### config.mk
export PLATFORM = sky130hd
export DESIGN_NAME = instr_cache
export DESIGN_NICKNAME = d
export VERILOG_FILES = /design/src/rtl/instr_cache.sv
export SDC_FILE = /design/constraint.sdc
export NUM_CORES = 1
export LEC_CHECK = 0
export ABC_AREA = 0
export CELL_PAD_IN_SITES_DETAIL_PLACEMENT = 0
export CELL_PAD_IN_SITES_GLOBAL_PLACEMENT = 1
export CORE_UTILIZATION = 33
export CTS_CLUSTER_SIZE = 16
export DETAILED_ROUTE_END_ITERATION = 7
export PLACE_DENSITY = 0.53
export REMOVE_ABC_BUFFERS = 1
export SLEW_MARGIN = 10
export SYNTH_ARGS = -nofsm -noshare
export SYNTH_HDL_FRONTEND = slang
export SYNTH_SLANG_ARGS = --single-unit
### constraint.sdc
create_clock -name CLK -period 14.3 [get_ports CLK]
set_clock_uncertainty 0.1 [all_clocks]
set_input_delay 1.43 -clock CLK [delete_from_list [all_inputs] [get_ports CLK]]
set_output_delay 1.43 -clock CLK [all_outputs]
set_load 0.05 [all_outputs]
### src/rtl/instr_cache.sv
// Direct-mapped instruction cache: 16-byte blocks, combinational hit path, block refill over a read/busywait handshake.
// Optional hit/miss counters are compiled in when ICACHE_STATS_EN is defined.
module instr_cache #(
    parameter int ADDR_BITS   = 10,
    parameter int INDEX_BITS  = 3,
    parameter int OFFSET_BITS = 4
) (
    input  logic                             CLK,
    input  logic                             RESET,
    input  logic [31:0]                      PC,
    output logic [31:0]                      INSTRUCTION,
    output logic                             BUSYWAIT,
    output logic                             MEM_READ,
    output logic [ADDR_BITS-OFFSET_BITS-1:0] MEM_ADDRESS,
    input  logic [127:0]                     MEM_READDATA,
    input  logic                             MEM_BUSYWAIT,
    output logic [15:0]                      HIT_COUNT,
    output logic [15:0]                      MISS_COUNT
);

    localparam int BLK_BITS = ADDR_BITS - OFFSET_BITS;
    localparam int TAG_BITS = BLK_BITS - INDEX_BITS;
    localparam int NUM_BLKS = 1 << INDEX_BITS;

    typedef enum logic [1:0] {S_IDLE, S_FETCH, S_UPDATE} state_t;

    state_t                r_state;
    state_t                w_next_state;
    logic [NUM_BLKS-1:0]   r_valid;
    logic [TAG_BITS-1:0]   r_tag  [NUM_BLKS];
    logic [127:0]          r_data [NUM_BLKS];
    logic [BLK_BITS-1:0]   r_blk_addr;

    logic [INDEX_BITS-1:0] w_pc_index;
    logic [TAG_BITS-1:0]   w_pc_tag;
    logic [BLK_BITS-1:0]   w_pc_blk;
    logic [INDEX_BITS-1:0] w_fill_index;
    logic [TAG_BITS-1:0]   w_fill_tag;
    logic [127:0]          w_block;
    logic                  w_hit;
    logic                  w_fill_done;
    logic                  w_unused_pc;

    assign w_pc_index   = PC[OFFSET_BITS +: INDEX_BITS];
    assign w_pc_tag     = PC[OFFSET_BITS+INDEX_BITS +: TAG_BITS];
    assign w_pc_blk     = PC[OFFSET_BITS +: BLK_BITS];
    assign w_fill_index = r_blk_addr[INDEX_BITS-1:0];
    assign w_fill_tag   = r_blk_addr[BLK_BITS-1:INDEX_BITS];
    assign w_unused_pc  = ^{PC[31:ADDR_BITS], PC[1:0]};

    assign w_block     = r_data[w_pc_index];
    assign w_hit       = r_valid[w_pc_index] && (r_tag[w_pc_index] == w_pc_tag);
    assign w_fill_done = (r_state == S_FETCH) && !MEM_BUSYWAIT;
    assign MEM_ADDRESS = r_blk_addr;

    // Gated by hit so a never-filled (unreset) line cannot leak X onto the fetch bus.
    assign INSTRUCTION = w_hit ? w_block[{PC[3:2], 5'd0} +: 32] : 32'd0;

    // NOTE: sequential state uses non-blocking assignments so every flop samples pre-edge values.
    always_ff @(posedge CLK) begin
        if (!RESET) begin
            r_state    <= S_IDLE;
            r_valid    <= '0;
            r_blk_addr <= '0;
        end else begin
            r_state <= w_next_state;
            if (r_state == S_IDLE && !w_hit)
                r_blk_addr <= w_pc_blk;
            if (w_fill_done)
                r_valid[w_fill_index] <= 1'b1;
        end
    end

    // NOTE: tag/data arrays have no reset; the valid bits alone decide whether their contents matter.
    always_ff @(posedge CLK) begin
        if (RESET && w_fill_done) begin
            r_tag[w_fill_index]  <= w_fill_tag;
            r_data[w_fill_index] <= MEM_READDATA;
        end
    end

    // NOTE: every output of this block gets a default first so no path can infer a latch.
    always_comb begin
        w_next_state = r_state;
        BUSYWAIT     = 1'b0;
        MEM_READ     = 1'b0;
        case (r_state)
            S_IDLE: begin
                BUSYWAIT = !w_hit;
                if (!w_hit)
                    w_next_state = S_FETCH;
            end
            S_FETCH: begin
                BUSYWAIT = 1'b1;
                MEM_READ = 1'b1;
                if (!MEM_BUSYWAIT)
                    w_next_state = S_UPDATE;
            end
            S_UPDATE: begin
                BUSYWAIT     = 1'b1;
                w_next_state = S_IDLE;
            end
            default: w_next_state = S_IDLE;
        endcase
        // The CPU is never stalled while reset is asserted, whatever state is about to be cleared.
        if (!RESET)
            BUSYWAIT = 1'b0;
    end

`ifdef ICACHE_STATS_EN
    logic [15:0] r_hit_count;
    logic [15:0] r_miss_count;

    always_ff @(posedge CLK) begin
        if (!RESET) begin
            r_hit_count  <= '0;
            r_miss_count <= '0;
        end else if (r_state == S_IDLE) begin
            if (w_hit && r_hit_count != 16'hFFFF)
                r_hit_count <= r_hit_count + 16'd1;
            if (!w_hit && r_miss_count != 16'hFFFF)
                r_miss_count <= r_miss_count + 16'd1;
        end
    end

    assign HIT_COUNT  = r_hit_count;
    assign MISS_COUNT = r_miss_count;
`else
    assign HIT_COUNT  = 16'd0;
    assign MISS_COUNT = 16'd0;
`endif

endmodule

Word-level counts from Yosys, hierarchy flattened
Memory sizes are Yosys's and may differ from the RTL's.
Index checks and enable logic that the tools add are counted.
W data, S select, Z words.
Word-level totals
  register bits after elaboration: 16
  memory bits (writable): 1048
  output and inout bits: 72
  word-level logic and storage cells: 38
  memories: 2
Memories
  r_data: words 8, width 128, read ports 1, clocked after Yosys merged registers in 0, write ports 1, RTL line 31  | logic [127:0] r_data [NUM_BLKS];
  r_tag: words 8, width 3, read ports 1, clocked after Yosys merged registers in 0, write ports 1, RTL line 30  | logic [TAG_BITS-1:0] r_tag [NUM_BLKS];
Cells by class
  $lt $le $gt $ge: 3
  eq/ne operators: 5
  shift-type cells: 1
  multiplexer cells: 13
  bitwise operators: 1
  reductions and logical operators: 10
Operator list (number)
  $shiftx A128 B8 Y32: 1
  $mux W32: 1
  $lt A3 B4 Y1 const B: 2
  $or A8 B8 Y8: 1
  $mux W1: 6
  $logic_and A1 B1 Y1: 5
  $mux W2: 2
  $ne A2 B2 Y1 const B: 2
  $pmux W2 S2: 1
  $bmux W1 S3: 1
  $demux W1 S3: 1
  $eq A3 B3 Y1: 1
  $ge A3 B1 Y1 const B: 1
  $eq A2 B1 Y1 const B: 1
  $eq A2 B2 Y1 const B: 1
  $logic_not A1 Y1: 2
  $logic_not A2 Y1: 1
  $pmux W1 S2: 1
  $reduce_and A2 Y1: 1
  $reduce_or A2 Y1: 1

Logic depth before layout (Yosys ltp)
  depth in word-level cells: 6
  depth in mapped cells: 10
  mapped depth without buffers: 7

Worst setup path before layout
OpenSTA, ideal clock, no wires.
  path type: in2reg
  from: input port RESET
  to: memory r_data[0][0], enable pin
  data arrival time: 11.009 ns
  required time: 13.416 ns
  slack: 2.407 ns
  stages: 4
  path buffers: 1
  cell sequence: clkbuf_1 nand2_1 or3_1 nor3_1
Between the ends
  word-level cells in the longest chain between the ends: 3
RTL lines
  start, declared: RTL line 9  | input logic RESET,
  $logic_and A1 B1 Y1: RTL line 76  | if (RESET && w_fill_done) begin
  $mux W1: RTL line 76
  $mux W1 (not written as such): RTL line 78  | r_data[w_fill_index] <= MEM_READDATA;
  end, declared: RTL line 31
Every way passes these cells.

Worst setup path after layout
  from: input port PC[4]
  to: output port INSTRUCTION[2]
Between the ends
  word-level cells in the longest chain between the ends: 4
RTL lines
  start, declared: RTL line 10  | input logic [31:0] PC,
  parallel branches: the longest is 3 deep, another holds $mem_v2 Z8 W128
  $mux W32 (*): RTL line 57  | assign INSTRUCTION = w_hit ? w_block[{PC[3:2], 5'd0} +: 32] : 32'd0;
  end, declared: RTL line 11  | output logic [31:0] INSTRUCTION,
Mark *: on every way between the ends. The select of a mux whose other input is x is not followed.

==> results.sh <==
export IMPL_synth_main_ff_cell="edfxtp_1"
export IMPL_sw_frac_of_total_pct=20.9
export IMPL_critPathSlowestCell="buf_4"
export IMPL_finalCritPeriodShare_pct=49.9
export IMPL_setup_violations=0
export IMPL_io_pins=235
export IMPL_yosysWarnings=0
export IMPL_drive_above_1_share_pct=24.3
export IMPL_die_area_um2=126000
export IMPL_rr_endpoint="r_data[4][3]"
export IMPL_timing_rr_start="r_state[1]"
export IMPL_grt_first_pass_wirelength_um=137000
export IMPL_fin_tns_setup_ps=0
export IMPL_async_flop_share_pct=0
export IMPL_numPortBuffers=178
export IMPL_path_class="in -> out"
export IMPL_viasPerCell=4.95
export IMPL_ys_top_cells_by_count="edfxtp_1, mux4_2, a211oi_1"
export IMPL_synth_area_um2=41000
export IMPL_tightestPinTransition_ps=1050
export IMPL_start_util_pct=33.4
export IMPL_p_leak_uw=0.0150
export IMPL_yosysTopAreaCell="edfxtp_1"
export IMPL_hold_start="r_valid[4]"
export IMPL_synth_seq_cells=1064
export IMPL_r2r_cells=7
export IMPL_gp_routability_congestion=0.695
export IMPL_antenna_found_initial=14
export IMPL_die_x_um=354
export IMPL_required_ps=12770
export IMPL_drc_errors=0
export IMPL_utilization_pct=39.3
export IMPL_min_path_cells=1
export IMPL_crit_chain="buf_8 > buf_4 > buf_4 > mux4_2 > mux4_2 > a21oi_1 > nor2_1 > clkdlybuf4s50_1"
export IMPL_grt_max_degree=114
export IMPL_core_um2=123000
export IMPL_crit_path_end_kind="output port"
export IMPL_critPathTopFamily="buffers and inverters"
export IMPL_slew_viol_final=0
export IMPL_yosysSeqAreaShare_pct=77.6
export IMPL_grt_pass1_vias=20200
export IMPL_yosysTopAreaCellShare_pct=76.8
export IMPL_fp_dieH_um=354
export IMPL_cts_root_buf="clkbuf_16"
export IMPL_cts_hold_buffers=0
export IMPL_avgSynthCellArea_um2=23.2
export IMPL_rsz0062_at_grt="false"
export IMPL_max_freq_mhz=140
export IMPL_post_dp_hpwl_um=48700
export IMPL_hold_path_class="reg -> reg"
export IMPL_cts_buffers=112
export IMPL_syn_inst=1763
export IMPL_initialDrtViolationCount=1147
export IMPL_grt_overflow=0
export IMPL_cpPeakStageDelay_ps=820
export IMPL_num_vias=18400
export IMPL_rows=128
export IMPL_status="finished, final reports clean"
export IMPL_finalHoldViolCount=0
export IMPL_area_growth_pct=17.7
export IMPL_power_frac_seq_pct=52.1
export IMPL_p_int_uw=5270
export IMPL_r2r_slack_ps=10320
export IMPL_hold_path_end="r_valid[4]"
export IMPL_path_buf_inv=4
export IMPL_grt_use_total_pct=14.9
export IMPL_post_cts_buffers=0
export IMPL_synth_area_top_cells="edfxtp_1, mux4_2, a211oi_1"
export IMPL_cts_num_sinks=1064
export IMPL_max_slew_margin_rel_pct=29.7
export IMPL_wirelength_um=93200
export IMPL_power_switching_uw=1390
export IMPL_drt_wirelength_per_cell_um=25.1
export IMPL_fin_crit_ps=7130
export IMPL_combPwrFrac_pct=5.3
export IMPL_post_cts_resized=0
export IMPL_yosys_cell_count_top_type="edfxtp_1"
export IMPL_firstDrtPassIters=5
export IMPL_synth_cell_types=33
export IMPL_timing_critical_path_from="PC[4]"
export IMPL_critPathMaxFanout=41
export IMPL_vdd_ir_drop_worst_v=0.000118
export IMPL_htree_num_levels=3
export IMPL_clk_latency_ps=680
export IMPL_powerDensity_nw_per_um2=138
export IMPL_drtAntennaViolNets=0
export IMPL_power_uw=6660
export IMPL_clkPwrFrac_pct=42.5
export IMPL_drv_cap=0
export IMPL_clockBufferDepth=3
export IMPL_cts_tree="done"
export IMPL_arrival_ps=5600
export IMPL_critPathLaunchType="primary input"
export IMPL_final_net_count=2161
export IMPL_clkTransAtPathRegs_ps=60
export IMPL_synth_edff_count=1048
[power by group through the flow]
| stage | Combinational (µW) | Clock (µW) | Sequential (µW) |
|---|---|---|---|
| detailed placement | 366 | 0 | 3540 |
| global placement | 360 | 0 | 3530 |
| global route | 387 | 3030 | 3470 |
| CTS | 367 | 2920 | 3470 |
| floorplan | 166 | 0 | 3550 |
| finish | 356 | 2830 | 3470 |
[how the worst max path moves through the flow]
stage | slack, ps | to | cells after the start
2_1_floorplan | 2630 | r_data[0][0] | 3
3_3_place_gp | 6910 | INSTRUCTION[2] | 8
3_5_place_dp | 6910 | INSTRUCTION[2] | 8
4_1_cts | 6890 | INSTRUCTION[2] | 8
5_1_grt | 6740 | INSTRUCTION[2] | 10
6_report | 7170 | INSTRUCTION[2] | 8
[cells in the final DEF, fill, tap and decap left out, types with 24 or more instances in the layout]
cell,netlist,layout
clkbuf_1,45,24
edfxtp_1,1048,1048
a211oi_1,64,64
nor2b_1,34,34
conb_1,1,32
buf_4,41,36
a21oi_1,34,34
mux2i_1,44,44
nor2_1,40,34
clkbuf_16,0,115
clkdlybuf4s50_1,0,173
clkinv_1,0,27
mux4_2,293,293
[sequential cells by signal (all words and copies together) (netlist names)]
signal / flops
r_data: 1024
MEM_ADDRESS: 6
r_valid: 8
r_state: 2
r_tag: 24
[layout make-up]
class	count	area (µm²)
Clock inverter	66	608
Multi-Input combinational cell	594	8600
Sequential cell	1064	31800
Timing Repair Buffer	218	2170
Clock buffer	141	3000
Antenna cell	1	2.50
Inverter	4	15.0
Fill cell	10900	74300
Tap cell	1625	2030
[metal layers]
layer | vias up | routed length [µm] | track usage (%)
met2 | 387 | 46500 | 24.9
met1 | 9917 | 40700 | 19.8
met5 | - | 165 | 0
li1 | 7918 | - | -
met3 | 131 | 4330 | 3.06
met4 | 24 | 1530 | 3.83
[worst register-to-register path: cells and delay by family, from the launching register on]
kind,cells,cell delay [ps]
buffers and inverters,3,1460
adder cells (fa/ha/maj),1,220
flip-flops,1,320
AND/OR/NAND/NOR,3,1460
[logic make-up after synthesis]
kind of cell / Yosys count / share of synthesized area, %
other: 1 / 0.00915
adders and majority gates: 4 / 0.122
and+or+nand+nor: 103 / 1.19
xor gates and xnor gates: 2 / 0.0428
AOI/OAI and AO/OA: 113 / 1.89
DFF: 1064 / 77.6
muxes: 340 / 17.3
buffers and inverters: 136 / 1.83
[per-stage QoR]
step / area (µm²) / std cells / setup WS (ps) / hold slack [ps]
floorplan: 40300 / 1662 / 2630 / 321
global placement: 44600 / 3505 / 6910 / 327
detailed placement: 44600 / 3505 / 6910 / 339
CTS: 48200 / 3712 / 6890 / 353
global route: 48200 / 3713 / 6740 / 371
finish: 48200 / 3713 / 7170 / 348
Note: power is estimated with default switching activity, not from simulation.
